[config.mk]
export PLATFORM = sky130hd
export DESIGN_NAME = detector_jogada
export DESIGN_NICKNAME = d
export VERILOG_FILES = /design/src/rtl/detector_jogada.sv
export SDC_FILE = /design/constraint.sdc
export NUM_CORES = 1
export LEC_CHECK = 0
export CAP_MARGIN = 20
export CELL_PAD_IN_SITES_DETAIL_PLACEMENT = 0
export CELL_PAD_IN_SITES_GLOBAL_PLACEMENT = 1
export CORE_AREA = 2 2 55 83
export DETAILED_ROUTE_END_ITERATION = 12
export DIE_AREA = 0 0 57 85
export GPL_TIMING_DRIVEN = 0
export MAX_ROUTING_LAYER = met4
export PLACE_DENSITY = 0.91
export SLEW_MARGIN = 0
export SYNTH_ARGS = -nofsm -noshare
export SYNTH_HDL_FRONTEND = slang
export SYNTH_SLANG_ARGS = --single-unit
[constraint.sdc]
create_clock -name clock -period 6 [get_ports clock]
set_input_delay 1.2 -clock clock [delete_from_list [all_inputs] [get_ports clock]]
set_output_delay 1.2 -clock clock [all_outputs]
set_load 0.005 [all_outputs]
[src/rtl/detector_jogada.sv]
// rtl/detector_jogada.sv - synchronizes, debounces and encodes player answer buttons into jogada/timeout/multiplo pulses
module detector_jogada #(
    parameter int N_BOTOES        = 4,
    parameter int DEBOUNCE_CICLOS = 20,
    parameter int TIMEOUT_CICLOS  = 5000
) (
    input  logic                        clock,
    input  logic                        reset,
    input  logic                        habilita,
    input  logic [N_BOTOES-1:0]         botoes,
    output logic                        jogada,
    output logic [$clog2(N_BOTOES)-1:0] codigo,
    output logic                        timeout,
    output logic                        multiplo,
    output logic [2:0]                  db_estado
);

    localparam int CW  = $clog2(N_BOTOES);
    localparam int TW  = $clog2(TIMEOUT_CICLOS);
    localparam int CNW = $clog2(DEBOUNCE_CICLOS);

    localparam logic [TW-1:0]  TIMER_MAX = TW'(TIMEOUT_CICLOS - 1);
    localparam logic [CNW-1:0] CONT_MAX  = CNW'(DEBOUNCE_CICLOS - 1);

    typedef enum logic [2:0] {
        OCIOSO       = 3'd0,
        ARMADO       = 3'd1,
        FILTRA       = 3'd2,
        EMITE        = 3'd3,
        INVALIDO     = 3'd4,
        TEMPO        = 3'd5,
        ESPERA_SOLTA = 3'd6
    } estado_t;

    estado_t            estado;
    estado_t            proximo;
    logic [N_BOTOES-1:0] sinc1;
    logic [N_BOTOES-1:0] s;
    logic [N_BOTOES-1:0] padrao;
    logic [CNW-1:0]     contador;
    logic [CNW-1:0]     contador_prox;
    logic [TW-1:0]      timer;
    logic [TW-1:0]      timer_prox;
    logic [TW-1:0]      timer_inc;
    logic [CW-1:0]      indice;
    logic               carrega_padrao;

    // Two-flop synchronizer per button; only the second stage feeds the FSM
    always_ff @(posedge clock or negedge reset) begin
        if (!reset) begin
            sinc1 <= '0;
            s     <= '0;
        end else begin
            sinc1 <= botoes;
            s     <= sinc1;
        end
    end

    // Position of the set bit in the latched pattern (only meaningful when one-hot)
    always_comb begin
        indice = '0;
        for (int i = 0; i < N_BOTOES; i++) begin
            if (padrao[i]) begin
                indice = CW'(i);
            end
        end
    end

    // Answer window timer saturates at its limit so a late bounce back to ARMADO still times out
    always_comb begin
        timer_inc = (timer == TIMER_MAX) ? timer : timer + TW'(1);
    end

    // Next-state, counter/timer update and decoded pulse outputs
    always_comb begin
        proximo        = estado;
        contador_prox  = contador;
        timer_prox     = '0;
        carrega_padrao = 1'b0;
        jogada         = 1'b0;
        multiplo       = 1'b0;
        timeout        = 1'b0;

        case (estado)
            OCIOSO: begin
                contador_prox = '0;
                if (habilita) begin
                    // A button already down when armed must be released first
                    proximo = (s == '0) ? ARMADO : ESPERA_SOLTA;
                end
            end
            ARMADO: begin
                timer_prox = timer_inc;
                if (!habilita) begin
                    proximo = OCIOSO;
                end else if (s != '0) begin
                    proximo        = FILTRA;
                    carrega_padrao = 1'b1;
                end else if (timer == TIMER_MAX) begin
                    proximo = TEMPO;
                end
            end
            FILTRA: begin
                timer_prox = timer_inc;
                if (!habilita) begin
                    proximo = OCIOSO;
                end else if (s != padrao) begin
                    // Bounce: restart debounce but keep the answer window running
                    proximo = ARMADO;
                end else if (contador == CONT_MAX) begin
                    proximo = $onehot(padrao) ? EMITE : INVALIDO;
                end else if (timer == TIMER_MAX) begin
                    proximo = TEMPO;
                end else begin
                    contador_prox = contador + CNW'(1);
                end
            end
            EMITE: begin
                jogada  = 1'b1;
                proximo = ESPERA_SOLTA;
            end
            INVALIDO: begin
                multiplo = 1'b1;
                proximo  = ESPERA_SOLTA;
            end
            TEMPO: begin
                timeout = 1'b1;
                proximo = ESPERA_SOLTA;
            end
            ESPERA_SOLTA: begin
                if (s != '0) begin
                    contador_prox = '0;
                end else if (contador == CONT_MAX) begin
                    proximo = OCIOSO;
                end else begin
                    contador_prox = contador + CNW'(1);
                end
            end
            default: begin
                proximo = OCIOSO;
            end
        endcase

        // Counter always starts from zero in whichever state comes next
        if (proximo != estado) begin
            contador_prox = '0;
        end
        // Timer only lives across ARMADO/FILTRA
        if (proximo != ARMADO && proximo != FILTRA) begin
            timer_prox = '0;
        end
    end

    assign db_estado = estado;

    // State, counters, latched pattern and held answer code
    always_ff @(posedge clock or negedge reset) begin
        if (!reset) begin
            estado   <= OCIOSO;
            contador <= '0;
            timer    <= '0;
            padrao   <= '0;
            codigo   <= '0;
        end else begin
            estado   <= proximo;
            contador <= contador_prox;
            timer    <= timer_prox;
            if (carrega_padrao) begin
                padrao <= s;
            end
            if (proximo == EMITE) begin
                codigo <= indice;
            end
        end
    end

endmodule

# --- After elaboration in Yosys (flattened, before gate mapping) ---
# Cells that the tools add are included.
word_totals:
  regBits: 35
  input_bits: 7
classes:
  addsub: 5
  n_eq_ne: 20
  mux: 32
  n_reduce_logical: 8
ops:
  columns: ["cell", "n"]
  rows:
  - ["$mux W13", 3]
  - ["$mux W5", 7]
  - ["$mux W3", 11]
  - ["$pmux W3 S5", 1]
  - ["$pmux W5 S3", 1]
  - ["$add A13 B1 Y13 const B", 1]
  - ["$eq A13 B13 Y1 const B", 1]
  - ["$ne A3 B3 Y1 const B", 4]
  - ["$eq A3 B2 Y1 const B", 3]
  - ["$eq A3 B3 Y1 const B", 3]
  - ["$reduce_bool A4 Y1", 2]
  - ["$mux W1", 7]
  - ["$eq A3 B1 Y1 const B", 2]
  - ["$ne A3 B2 Y1 const B", 2]
  - ["$reduce_and A6 Y1", 1]
  - ["$add A5 B1 Y5 const B", 1]
  - ["$eq A5 B5 Y1 const B", 1]
  - ["$add A1 B1 Y2", 2]
  - ["$logic_not A4 Y1", 1]
  - ["$mux W2", 2]
  - ["$ne A4 B4 Y1", 1]
  - ["$ne A4 B4 Y1 const B", 1]
  - ["$add A2 B2 Y3", 1]
  - ["$logic_not A3 Y1", 1]
  - ["5 further kinds", 5]

# --- Logic depth before layout (Yosys ltp) ---
logic_depth:
  ltp_word: 11
  ltp_mapped: 12

# --- Least setup slack after synthesis ---
# Ideal clock, no wire load.
synth_path:
  path_type: "register to register"
  startpoint: "reg padrao[0]"
  endpoint: "reg contador[4]"
  setup_time_ps: 96
  t_arrival_ps: 2721
  t_required_ps: 5904
  setup_slack_ps: 3183
  path_stages_with_launch: 12
  path_buffers: 0
  period_less_slack_ps: 2817
  path_cell_list: "dfrtp_1 > inv_1 > fa_1 > inv_1 > ha_1 > ha_1 > or3b_2 > mux2i_1 > nand4b_1 > a31oi_1 > o211ai_2 > nor4_2"
synth_between:
  elab_chain_cells: 11
synth_lines:
  columns: ["item", "line_no", "source"]
  rows:
  - ["start, declared", "39", "logic [N_BOTOES-1:0] padrao;"]
  - ["start signal, assigned", "169", "padrao <= s;"]
  - ["$add A1 B1 Y2 (not written as such)", "111", "proximo = $onehot(padrao) ? EMITE : INVALIDO;"]
  - ["$add A2 B2 Y3 (not written as such)", "111", null]
  - ["$eq A3 B1 Y1", "111", null]
  - ["$mux W3", "111", null]
  - ["$mux W3", "110", "end else if (contador == CONT_MAX) begin"]
  - ["$mux W3", "107", "end else if (s != padrao) begin"]
  - ["$mux W3", "105", "if (!habilita) begin"]
  - ["$pmux W3 S5", "84", "case (estado)"]
  - ["$ne A3 B3 Y1", "145", "if (proximo != estado) begin"]
  - ["$ne A4 B4 Y1 (no source line), or another cell as far along", null, null]
  - ["$reduce_and A6 Y1 (no source line)", null, null]
  - ["end signal, assigned", "166", "contador <= contador_prox;"]
  - ["end, declared", "40", "logic [CNW-1:0] contador;"]
# Several ways; a longest one is shown, not always the timed one.
# A chain may end at the register's enable or synchronous reset.

# --- Worst setup path after layout ---
layout_path:
  startpoint: "reg estado[0] (netlist: db_estado[0])"
  endpoint: "out timeout"
layout_between:
  elab_chain_cells: 2
layout_lines:
  columns: ["item", "line_no", "source"]
  rows:
  - ["start, declared", "35", "estado_t estado;"]
  - ["start signal, assigned", "165", "estado <= proximo;"]
  - ["$eq A3 B3 Y1", "84", null]
  - ["$mux W1", "84", null]
  - ["end, declared", "13", "output logic timeout,"]
# No other way between the ends.

==> results.py <==
metrics = {
    "critical_path": {
        "cpPeakStageDelay_ns": 0.49,
        "r2r_slack_ns": 2.86,
        "path_class": "register to output pin",
        "cp.required_ns": 4.80,
        "cp_top_family": "buffers and inverters",
        "endpoint_kind": "output pin",
        "worstSetupStartpointType": "register",
        "worst-r2r-cell-count": 11,
        "worst_ep_arrival_time_ns": 2.02,
        "cp_cell_sequence": "clkbuf_1 > clkbuf_1 > and3_1 > clkdlybuf4s50_1",
        "cpMostUsedCell": "clkbuf_1",
        "worst-path-buf-inv": 3,
        "r2r-start": "padrao[1]",
        "cp-startpoint": "db_estado[0]",
        "slowest_stage": "clkdlybuf4s50_1",
        "cp_max_fo": 10,
        "timing.rr.end": "contador[4]",
    },
    "global_route": {
        "top_usage_layer": "met2",
        "grtUsageTotal_pct": 19.2,
        "antenna_found_initial": 0,
        "use_met2_pct": 33.1,
        "first_global_vias": 1504,
        "grtUsageMet3_pct": 3.66,
        "grt-ovfl-total": 0,
        "grt_max_degree": 36,
        "grt_first_pass_wirelength_um": 7020,
        "grt_util_met1_pct": 21.2,
    },
    "cts": {
        "root_buffer": "clkbuf_8",
        "cts_tree": "built",
        "hold_buffers": 0,
        "htreeDepth": 2,
        "cts.sinks": 35,
        "cts_max_path_buffers": 2,
        "clock_latency_ns": 0.29,
        "cts-buffers-inserted": 5,
        "ctsResizeCount": 0,
        "postCtsSetupBuffers": 0,
        "path_clk_slew_ns": 0.07,
    },
    "hold_path": {
        "min_to": "s[1]",
        "whs_path_depth": 0,
        "min-delay-start": "sinc1[1]",
        "hp-class": "register to register",
    },
    "floorplanning": {
        "die_area_sq_um": 4850,
        "fp.dieW_um": 57,
        "ios": 15,
        "core-area_sq_um": 4140,
        "start_util_pct": 47.5,
        "rows": 29,
        "die_y_um": 85,
    },
    "layout": {
        "mostFrequentLayoutCells": "dfrtp_1, nor3_1, nand3_1, clkdlybuf4s50_1, inv_1",
        "layout_commonest_cell": "dfrtp_1",
        "register_area_sq_um": 876,
        "layout.nets": 220,
        "multiInputGateArea_sq_um": 1010,
        "fin_util_pct": 54.3,
        "drive_gt1_share_pct": 14.4,
        "diodes": 0,
        "nFillCells": 379,
        "areaGrowthSynthToFinish_pct": 14.3,
    },
    "synth": {
        "syn-num-nets": 199,
        "synth_top_area_cell": "dfrtp_1",
        "synth.ff_latch_count": 35,
        "synthFlopType": "dfrtp_1",
        "netlist.area_leader.share_pct": 44.6,
        "synth_cells": 187,
        "synth-edff-count": 0,
        "ys_seq_area_share_pct": 44.6,
        "syn_avg_cell_area_sq_um": 10.5,
        "yosysWarnings": 0,
        "synth_cell_types": 51,
        "async_flop_share_pct": 100,
        "synthTopCellsByArea": "dfrtp_1, xor2_1, nor3_1, xnor2_1, nand3_1",
        "syn_area_sq_um": 1960,
    },
    "timing": {
        "worst_pin_slew_ns": 0.768,
        "slew-limit-headroom_pct": 48.8,
        "timing.fmax_ghz": 0.311,
        "slew_viol_final": 0,
        "finalCritPeriodShare_pct": 53.6,
        "final-setup-viol-count": 0,
        "skew_ns": 0.0102,
        "rsz0062_at_grt": "no",
        "min_period_ns": 3.22,
        "finalHoldViolCount": 0,
        "fin_setup_tns_ns": 0,
    },
    "drt": {
        "routed-via-count": 1496,
        "dr.pass1.iters": 5,
        "drt-total-wl_um": 4070,
        "ant_nets": 0,
        "vias_per_cell": 5.87,
        "wl_per_cell_um": 15.9,
        "drtIter0Drc": 70,
        "drcViolationCount": 0,
    },
    "run_status": {
        "outcome": "finished clean",
    },
    "job": {
        "cap_violations": 0,
    },
    "placed_design": {
        "routabilityCongestion": 0.872,
        "port_buffers": 14,
        "dp_hpwl_um": 2980,
    },
    "power": {
        "powerDensity_nw_per_um2": 365,
        "leakage_uw": 0.000924,
        "irDropWorstVdd_mv": 0.206,
        "fin_total_pwr_uw": 820,
    },
}
==> worst reg2reg max path, cell delays in order (launching register included) <==
cell and delay, ns:
dfrtp_1 0.42, inv_1 0.08, fa_1 0.50, inv_1 0.04, ha_1 0.17, ha_1 0.25, or3b_2 0.50, mux2i_1 0.16
nand4b_1 0.15, a31oi_1 0.28, o211ai_2 0.21, nor4_2 0.28
==> cell families (layout without fill, tap and decap cells) <==
family	after synthesis	after routing	share of synthesized area, %
AO/OA/AOI/OAI	28	28	11.1
XOR/XNOR	20	20	9.30
adder cells (fa/ha/maj)	5	5	3.57
buffers and inverters	19	41	4.20
flip-flops	35	35	44.6
multiplexers	9	9	4.84
AND/OR/NAND/NOR	71	71	22.4
==> sequential cells by signal (all words and copies together), names as in the netlist <==
signal     count
sinc1          4
padrao         4
db_estado      3
codigo         2
timer         13
s              4
contador       5
==> synthesized netlist by cell type, drive strengths merged, types with 3 or more instances <==
cell    count
mux2i       5
ha          4
clkbuf      3
nor3       15
nor2        6
nand4       6
buf         4
nor4bb      4
nand2       5
xor2       11
a31oi       3
and3        6
inv        12
nor4        3
nand3      13
a21oi       9
dfrtp      35
mux2        4
xnor2       9
==> layer usage <==
metal / vias up / routed length [um]
met3: 10 / 127
met5: - / 0
met4: 0 / 97
met2: 25 / 2260
li1: 731 / -
met1: 730 / 1580
==> final cells by class <==
| cell class | count | share of cell area, % |
|---|---|---|
| well taps | 46 | 2.56 |
| clock inverters | 3 | 0.891 |
| clock buffers | 5 | 3.06 |
| inverters | 12 | 2.01 |
| flip-flops and latches | 35 | 39.0 |
| multi-input cells | 133 | 44.8 |
| repair buffers | 14 | 6.02 |
| plain buffers | 7 | 1.67 |
==> where the power goes <==
part,total [uW],leakage [uW],switching (uW),internal [uW]
Clock,170,0.0000402,89.6,80.7
Combinational,346,0.000428,195,151
Sequential,303,0.000456,35.1,268
Total,820,0.000924,320,500
==> worst max path at each step <==
stage	endpoint	slack [ns]	cells past startpoint
5_1_grt	contador[4]	2.60	11
4_1_cts	timeout	2.79	4
2_1_floorplan	contador[4]	3.18	11
6_report	timeout	2.78	4
3_5_place_dp	timer[9]	2.70	8
3_3_place_gp	timer[1]	2.70	8
==> through the flow <==
step / area [sq um] / setup slack [ns] / hold slack, ns / std cells
after floorplan: 1960 / 3.18 / 0.331 / 187
after global placement: 2160 / 2.70 / 0.333 / 247
after detailed placement: 2160 / 2.70 / 0.336 / 247
after CTS: 2250 / 2.79 / 0.347 / 255
after global routing: 2250 / 2.60 / 0.352 / 255
final: 2250 / 2.78 / 0.349 / 255
(Power assumes the default switching activity.)
